==> config.mk <==
export PLATFORM = sky130hd
export DESIGN_NAME = alu_muldiv
export DESIGN_NICKNAME = d
export VERILOG_FILES = /design/src/rtl/alu_pkg.sv /design/src/rtl/muldiv_step.sv /design/src/rtl/alu_muldiv.sv
export SDC_FILE = /design/constraint.sdc
export NUM_CORES = 1
export LEC_CHECK = 0
export BUFFER_PORTS_ARGS = -buffer_cell sky130_fd_sc_hd__clkbuf_2
export CAP_MARGIN = 20
export CORE_MARGIN = 10
export CORE_UTILIZATION = 45
export DETAILED_ROUTE_END_ITERATION = 8
export SKIP_LAST_GASP = 1
export SYNTH_ARGS = -nofsm -noshare
export SYNTH_HDL_FRONTEND = slang
export SYNTH_HIERARCHICAL = 1
export SYNTH_SLANG_ARGS = --single-unit
==> constraint.sdc <==
create_clock -name clk -period 8.2 [get_ports clk]
set_clock_uncertainty 0.2 [all_clocks]
set_input_delay 1.23 -clock clk [delete_from_list [all_inputs] [get_ports clk]]
set_output_delay 1.23 -clock clk [all_outputs]
set_load 0.01 [all_outputs]
==> src/rtl/alu_pkg.sv <==
// Shared ALU definitions: opcodes, flag indices and the mul/div unit's enums.
package alu_pkg;

    // Combinational ALU opcodes
    typedef enum logic [3:0] {
        ALU_ADD  = 4'd0,
        ALU_SUB  = 4'd1,
        ALU_AND  = 4'd2,
        ALU_OR   = 4'd3,
        ALU_XOR  = 4'd4,
        ALU_SHL  = 4'd5,
        ALU_SHR  = 4'd6,
        ALU_PASS = 4'd7
    } AluOp;

    // Flag bit positions, common to the ALU and the mul/div unit
    localparam int unsigned ALU_FLAG_Z = 0;
    localparam int unsigned ALU_FLAG_C = 1;
    localparam int unsigned ALU_FLAG_V = 2;
    localparam int unsigned ALU_FLAG_S = 3;

    typedef enum logic [1:0] {
        MDOP_MUL = 2'd0,
        MDOP_DIV = 2'd1
    } MdOp;

    typedef enum logic [0:0] {
        MD_IDLE = 1'b0,
        MD_RUN  = 1'b1
    } MdState;

endpackage

==> src/rtl/muldiv_step.sv <==
// One iteration of the mul/div datapath.
// MUL: acc = {carry, hi, multiplier}; add multiplicand to hi when acc[0] is set, shift right.
// DIV: acc = {partial remainder (WIDTH+1), dividend low / quotient}; shift left, trial
//      subtract the divisor, keep the difference when there is no borrow.
module muldiv_step
    import alu_pkg::*;
#(
    parameter int unsigned WIDTH = 8
) (
    input  logic [2*WIDTH:0]   acc_in,
    input  logic [WIDTH-1:0]   operand,
    input  MdOp                op,
    output logic [2*WIDTH:0]   acc_out
);

    logic [WIDTH:0]   sum;
    logic [WIDTH:0]   rem_sh;
    logic [WIDTH+1:0] diff;
    logic             borrow;

    // Single add/shift or subtract/shift step selected by op
    always_comb begin
        sum     = '0;
        rem_sh  = '0;
        diff    = '0;
        borrow  = 1'b0;
        acc_out = acc_in;
        if (op == MDOP_DIV) begin
            rem_sh  = {acc_in[2*WIDTH-1:WIDTH], acc_in[WIDTH-1]};
            diff    = {1'b0, rem_sh} - {2'b00, operand};
            borrow  = diff[WIDTH+1];
            acc_out = {(borrow ? rem_sh : diff[WIDTH:0]), acc_in[WIDTH-2:0], ~borrow};
        end else begin
            sum     = acc_in[2*WIDTH:WIDTH] + (acc_in[0] ? {1'b0, operand} : '0);
            acc_out = {1'b0, sum, acc_in[WIDTH-1:1]};
        end
    end

endmodule

==> src/rtl/alu_muldiv.sv <==
// Iterative unsigned multiply/divide unit with start/busy/done handshake and ALU-style flags.
module alu_muldiv
    import alu_pkg::*;
#(
    parameter int unsigned WIDTH = 8
) (
    input  logic                 clk,
    input  logic                 reset,
    input  logic                 start,
    input  logic [1:0]           op,
    input  logic [2*WIDTH-1:0]   a,
    input  logic [WIDTH-1:0]     b,
    output logic                 busy,
    output logic                 done,
    output logic [2*WIDTH-1:0]   result,
    output logic [3:0]           flags,
    output logic                 div_zero
);

    // Wide enough to hold WIDTH itself so a 16-bit build never wraps early
    localparam int unsigned CW = $clog2(WIDTH) + 1;
    localparam logic [CW-1:0] LAST = CW'(WIDTH - 1);
    localparam logic [3:0] FLAGS_V = 4'(1 << ALU_FLAG_V);

    MdState               state;
    MdOp                  op_q;
    logic [2*WIDTH:0]     acc;
    logic [2*WIDTH:0]     acc_next;
    logic [WIDTH-1:0]     operand;
    logic [CW-1:0]        cnt;
    logic [2*WIDTH-1:0]   fin_result;
    logic [3:0]           fin_flags;

    muldiv_step #(
        .WIDTH (WIDTH)
    ) u_step (
        .acc_in  (acc),
        .operand (operand),
        .op      (op_q),
        .acc_out (acc_next)
    );

    assign fin_result = acc_next[2*WIDTH-1:0];

    // Completion flags from the value the last step produces
    always_comb begin
        fin_flags = '0;
        if (op_q == MDOP_DIV) begin
            fin_flags[ALU_FLAG_Z] = (fin_result[WIDTH-1:0] == '0);
            fin_flags[ALU_FLAG_S] = fin_result[WIDTH-1];
        end else begin
            fin_flags[ALU_FLAG_Z] = (fin_result == '0);
            fin_flags[ALU_FLAG_S] = fin_result[2*WIDTH-1];
        end
    end

    // Control FSM, operand capture, iteration and registered outputs
    always_ff @(posedge clk) begin
        if (reset) begin
            state    <= MD_IDLE;
            op_q     <= MDOP_MUL;
            acc      <= '0;
            operand  <= '0;
            cnt      <= '0;
            busy     <= 1'b0;
            done     <= 1'b0;
            result   <= '0;
            flags    <= '0;
            div_zero <= 1'b0;
        end else begin
            done <= 1'b0;
            unique case (state)
                MD_IDLE: begin
                    if (start) begin
                        case (op)
                            MDOP_MUL: begin
                                op_q    <= MDOP_MUL;
                                operand <= a[WIDTH-1:0];
                                acc     <= {{(WIDTH+1){1'b0}}, b};
                                cnt     <= '0;
                                busy    <= 1'b1;
                                state   <= MD_RUN;
                            end
                            MDOP_DIV: begin
                                if (b == '0) begin
                                    done     <= 1'b1;
                                    div_zero <= 1'b1;
                                    result   <= a;
                                    flags    <= '0;
                                end else if (a[2*WIDTH-1:WIDTH] >= b) begin
                                    // Quotient would not fit in WIDTH bits
                                    done     <= 1'b1;
                                    div_zero <= 1'b0;
                                    result   <= a;
                                    flags    <= FLAGS_V;
                                end else begin
                                    op_q    <= MDOP_DIV;
                                    operand <= b;
                                    acc     <= {1'b0, a};
                                    cnt     <= '0;
                                    busy    <= 1'b1;
                                    state   <= MD_RUN;
                                end
                            end
                            default: begin
                                // Reserved op: complete at once, keep previous result
                                done     <= 1'b1;
                                div_zero <= 1'b0;
                                flags    <= '0;
                            end
                        endcase
                    end
                end
                MD_RUN: begin
                    acc <= acc_next;
                    cnt <= cnt + 1'b1;
                    if (cnt == LAST) begin
                        state    <= MD_IDLE;
                        busy     <= 1'b0;
                        done     <= 1'b1;
                        result   <= fin_result;
                        flags    <= fin_flags;
                        div_zero <= 1'b0;
                    end
                end
                default: state <= MD_IDLE;
            endcase
        end
    end

endmodule

* Yosys cells after proc, flatten, opt, wreduce, memory -nomap -nowiden
Cells that the tools add are included.
Word-level totals: logic and storage cells 96, bits in registers 55, bits of input ports 29, output and inout bits 23
Operators by class: $add $sub $neg 3, eq/ne operators 14, $lt $le $gt $ge 1, reductions and logical operators 10, bitwise gates (word level) 2, mux-type cells 56
Operators with widths (number):
- $mux 16 | 5
- $mux 17 | 4
- $pmux 17 s2 | 2
- $pmux 16 s2 | 1
- $pmux 4 s2 | 4
- $mux 4 | 7
- $mux 8 | 3
- $mux 1 | 17
- $logic_not 16->1 | 1
- $logic_not 8->1 | 2
- $pmux 1 s2 | 8
- $pmux 8 s2 | 1
- $reduce_and 4->1 | 3
- $reduce_and 5->1 | 2
- $sub 9x8->10 | 1
- $add 9x9->9 | 1
- $mux 9 | 1
- $ne 3x3->1 const B | 3
- $ge 8x8->1 | 1
- $ne 2x2->1 const B | 4
- $add 4x1->4 const B | 1
- $eq 2x1->1 const B | 2
- $eq 4x3->1 const B | 1
- $mux 2 | 2
- other kinds (7) | 9

* Depth between registers and ports, before layout
word-level depth 7, mapped depth 12, mapped depth without buffers 12

* Cells and area by module
Netlist, hierarchy kept.
Modules (own cells, without submodules):
- alu_muldiv | cells an instance 324, seq. area each 1061.0 um^2, area an instance 2900.3 um^2, times used 1
- muldiv_step | cells an instance 161, seq. area each 0.0 um^2, area an instance 1088.5 um^2, times used 1

* Least setup slack after synthesis
Ideal clock, no wire load.
path type in2reg, start point input port a[8], end point register acc[14], arrival 3.017 ns, cell stages on the path 8, data required time 7.864 ns, setup slack 4.847 ns, buffers on the path 1, cell sequence inv_1 -> ha_1 -> nand2b_4 -> a2111oi_4 -> o2111ai_2 -> buf_2 -> a222oi_1 -> nor3_1
Between the ends: longest elaborated chain between the ends 3
RTL lines:
- from (decl) | line alu_muldiv.sv:11 | input logic [2*WIDTH-1:0] a,
- $ge 8x8->1 | line alu_muldiv.sv:90 | end else if (a[2*WIDTH-1:WIDTH] >= b) begin
- $ne 3x3->1 (no source line)
- $reduce_and 4->1 (no source line)
- to (signal assigned) | line alu_muldiv.sv:79 | acc <= {{(WIDTH+1){1'b0}}, b};
- to (signal assigned) | line alu_muldiv.sv:99 | acc <= {1'b0, a};
- to (signal assigned) | line alu_muldiv.sv:115 | acc <= acc_next;
- to (decl) | line alu_muldiv.sv:27 | logic [2*WIDTH:0] acc;
No other way between the ends. A chain may end at the register's enable or synchronous reset.

* Worst setup path in the final report
Ends and elaborated chain as after synthesis.

==> key figures <==
GRT
  • Largest net degree at the start of global routing: 51
  • Vias in the first global route: 3710
  • All-layer global routing usage: 0.1783
  • First-pass GRT wire length: 19.15 mm
  • Global-route congestion overflow total: 0
  • Initial antenna violation count: 0

Detailed routing
  • Via Count: 3914
  • Residual DRC: 0
  • Iteration count of the initial detailed-routing pass: 6
  • Antenna-violating nets left: 0
  • Initial DRC Count: 257
  • Routed WL per cell: 19.29 µm
  • Drt total wl: 12.13 mm
  • Via/cell ratio: 6.223

Floorplan
  • # rows: 34
  • Core area: 8678 µm²
  • Io pins: 52
  • Chip Height: 114.2 µm
  • Starting Density: 0.4596
  • DIE AREA: 13030 µm²
  • Die width: 114.2 µm

Layout
  • # diodes: 0
  • Share of layout cells above drive strength 1: 0.1747
  • Area growth syn-to-layout: 9.912%
  • Area of the multi-input gates: 2709 µm²
  • Register area: 1061 µm²
  • Post-route insts no fill: 629
  • Final Net Count: 576
  • Filler instances: 874

STA
  • Min Hold Slack: 0.2522 ns
  • Least-Margin Pin Slew: 0.9019 ns
  • Final min period: 3.608 ns
  • Relative slew margins: 0.3987
  • Fin Setup TNS: 0 ns
  • Tcrit/Tclk final: 0.4400
  • Final setup fails: 0
  • Max-slew violations: 0
  • Fin. Hold Viols: 0
  • Fmax: 277.1 MHz
  • RSZ-0062 raised after global routing: no

Clocking
  • Cts hold-fix bufs: 0
  • Clock Path Buffers: 2
  • Cts repair resizes: 0
  • Clock transition at the registers of the reported paths: 0.11 ns
  • Post-CTS setup buffer count: 0
  • CTS tree: built
  • Clk Latency, worst-skew pair: 0.31 ns
  • Clock sink total: 53
  • CTS root buf: clkbuf_8
  • Maximum level of the CTS H-tree: 2
  • CTS buffer count: 5

Logic synthesis
  • Gate Count Post-Synth: 485
  • Avg Cell Area, Syn: 8.224 µm²
  • Yosys warns: 6
  • Netlist cell types: 68
  • Asr flop ratio synth: 0
  • Post-synth top area cell: dfxtp_1
  • Synth top cells by count: nand2_1 (55), dfxtp_1 (53), a21oi_1 (48), ha_1 (25), inv_1 (23)
  • Yosys top cell area share: 0.2660
  • Most frequent cell after synthesis: nand2_1
  • Syn Std Cell Area: 3989 µm²
  • Predominant post-synthesis flop cell: dfxtp_1
  • Top area cells in the synthesized netlist: dfxtp_1 (27%), ha_1 (7.8%), a21oi_1 (6.0%)
  • Flops & latches, synth: 53
  • Seq/Total Area, Yosys: 0.2660
  • EDFF count, synth: 0

Critical path
  • Setup CP Type: in2reg
  • Worst setup EP type: register
  • Startpoint types: input port
  • CP Max Fanout: 17
  • CP arrival: 3.59 ns
  • Worst EP required: 8.19 ns

Run status
  • Status: finished clean

Placed design
  • RePlAce Congestion: 0.8806
  • Dpl cells: 621
  • Port bufs: 50
  • DP Wirelength: 9.388 mm

Job
  • Max-Cap Viols: 0

Power and ir drop
  • Leakage: 0.001777 µW
  • Clock Power Share: 0.218
  • Peak VDD IR: 0.00008221 V
  • Switch Pwr: 292.5 µW
  • Reg power frac: 0.399
  • Power share of the combinational group: 0.383
  • Net Sw Frac: 0.3978
  • Internal power: 442.6 µW
  • Power per cell area: 167.7 nW/µm²

Worst hold path
  • Worst min path class: reg2reg
## through the flow
stage	util	total power [µW]	setup WS [ns]	area, µm²
final	0.5052	735.1	4.592	4384
after global routing	0.5052	774.0	4.460	4384
after CTS	0.5052	737.4	4.627	4384
after detailed placement	0.4944	576.3	4.277	4290
after global placement	0.4944	573.1	4.377	4290
after floorplan	-	501.6	4.847	3996
## cells by family (layout without fill, tap and decap cells)
kind of cell | after synthesis | after routing | share of synthesized area
buffers and inverters | 54 | 88 | 0.05677
adders and majority gates | 27 | 27 | 0.08846
muxes | 23 | 23 | 0.05803
other | 1 | 3 | 0.0009401
AOI/OAI and AO/OA | 167 | 167 | 0.3237
DFF | 53 | 53 | 0.2660
and+or+nand+nor | 150 | 150 | 0.1841
xor gates and xnor gates | 10 | 10 | 0.02196
## routing by layer
layer  share of wire  GRT usage  vias to the layer above
met3           0.078    0.03878                       12
met5               0          0                        -
met4          0.0096    0.03592                        0
li1                -          -                     1903
met2            0.44     0.2745                      152
met1            0.47     0.2491                     1847
## power groups by stage
stage	Clock [µW]	Sequential [µW]	Combinational (µW)
6_report	161	293	281
5_1_grt	170	296	308
4_1_cts	166	293	278
3_5_place_dp	0	299	277
3_3_place_gp	0	299	274
2_1_floorplan	0	295	206
## final timing paths
check	startpoint	end	slack [ns]	depth (start not counted)
worst max register to register	acc[0]	flags[0]	4.74	11
worst max-delay path	a[8]	acc[14]	4.59	8
worst min register to register	busy	busy	0.25	2
worst min-delay path	busy	busy	0.25	2
## worst max-delay path: stages
cell,delay [ns]
clkbuf_2,0.11
inv_1,0.05
ha_1,0.28
nand2b_4,0.15
a2111oi_4,0.59
o2111ai_2,0.58
a222oi_1,0.51
nor3_1,0.08
## state kept, by name, indices dropped and copies added (netlist names)
signal    count
acc          17
state         1
flags         3
operand       8
cnt           4
done          1
op_q          1
div_zero      1
busy          1
result       16
## cells in the final DEF (no fill, tap or decap), drive strengths merged, types with 3 or more instances in the layout
master   netlist  layout
a311oi         5       5
ha            25      25
nor4           6       6
and2          10      10
buf           10       6
nand2b         9       9
conb           1       3
inv           23      24
clkbuf        20      55
nand3         17      17
a222oi         8       8
nand4          4       4
nor3          19      19
dfxtp         53      53
o21ai         19      19
o221ai         6       6
nor2          18      18
nand2         56      56
a21oi         52      52
o31ai         14      14
nand4b         3       3
a31oi          4       4
nor2b          3       3
o211ai         8       8
a211oi        14      14
o2111ai       11      11
xor2           6       6
a221oi         3       3
a21o           7       7
mux2i         22      22
xnor2          4       4
## area by class of cell
class                           count  area share
Clock buffer                        5     0.01570
Timing Repair Buffer               56     0.06735
Sequential cell                    53      0.2420
Clock inverter                      3    0.005708
Tap cell                          108     0.03082
Inverter                           24     0.02055
Multi-Input combinational cell    380      0.6179
No activity file was read; power rests on OpenSTA's default activity.
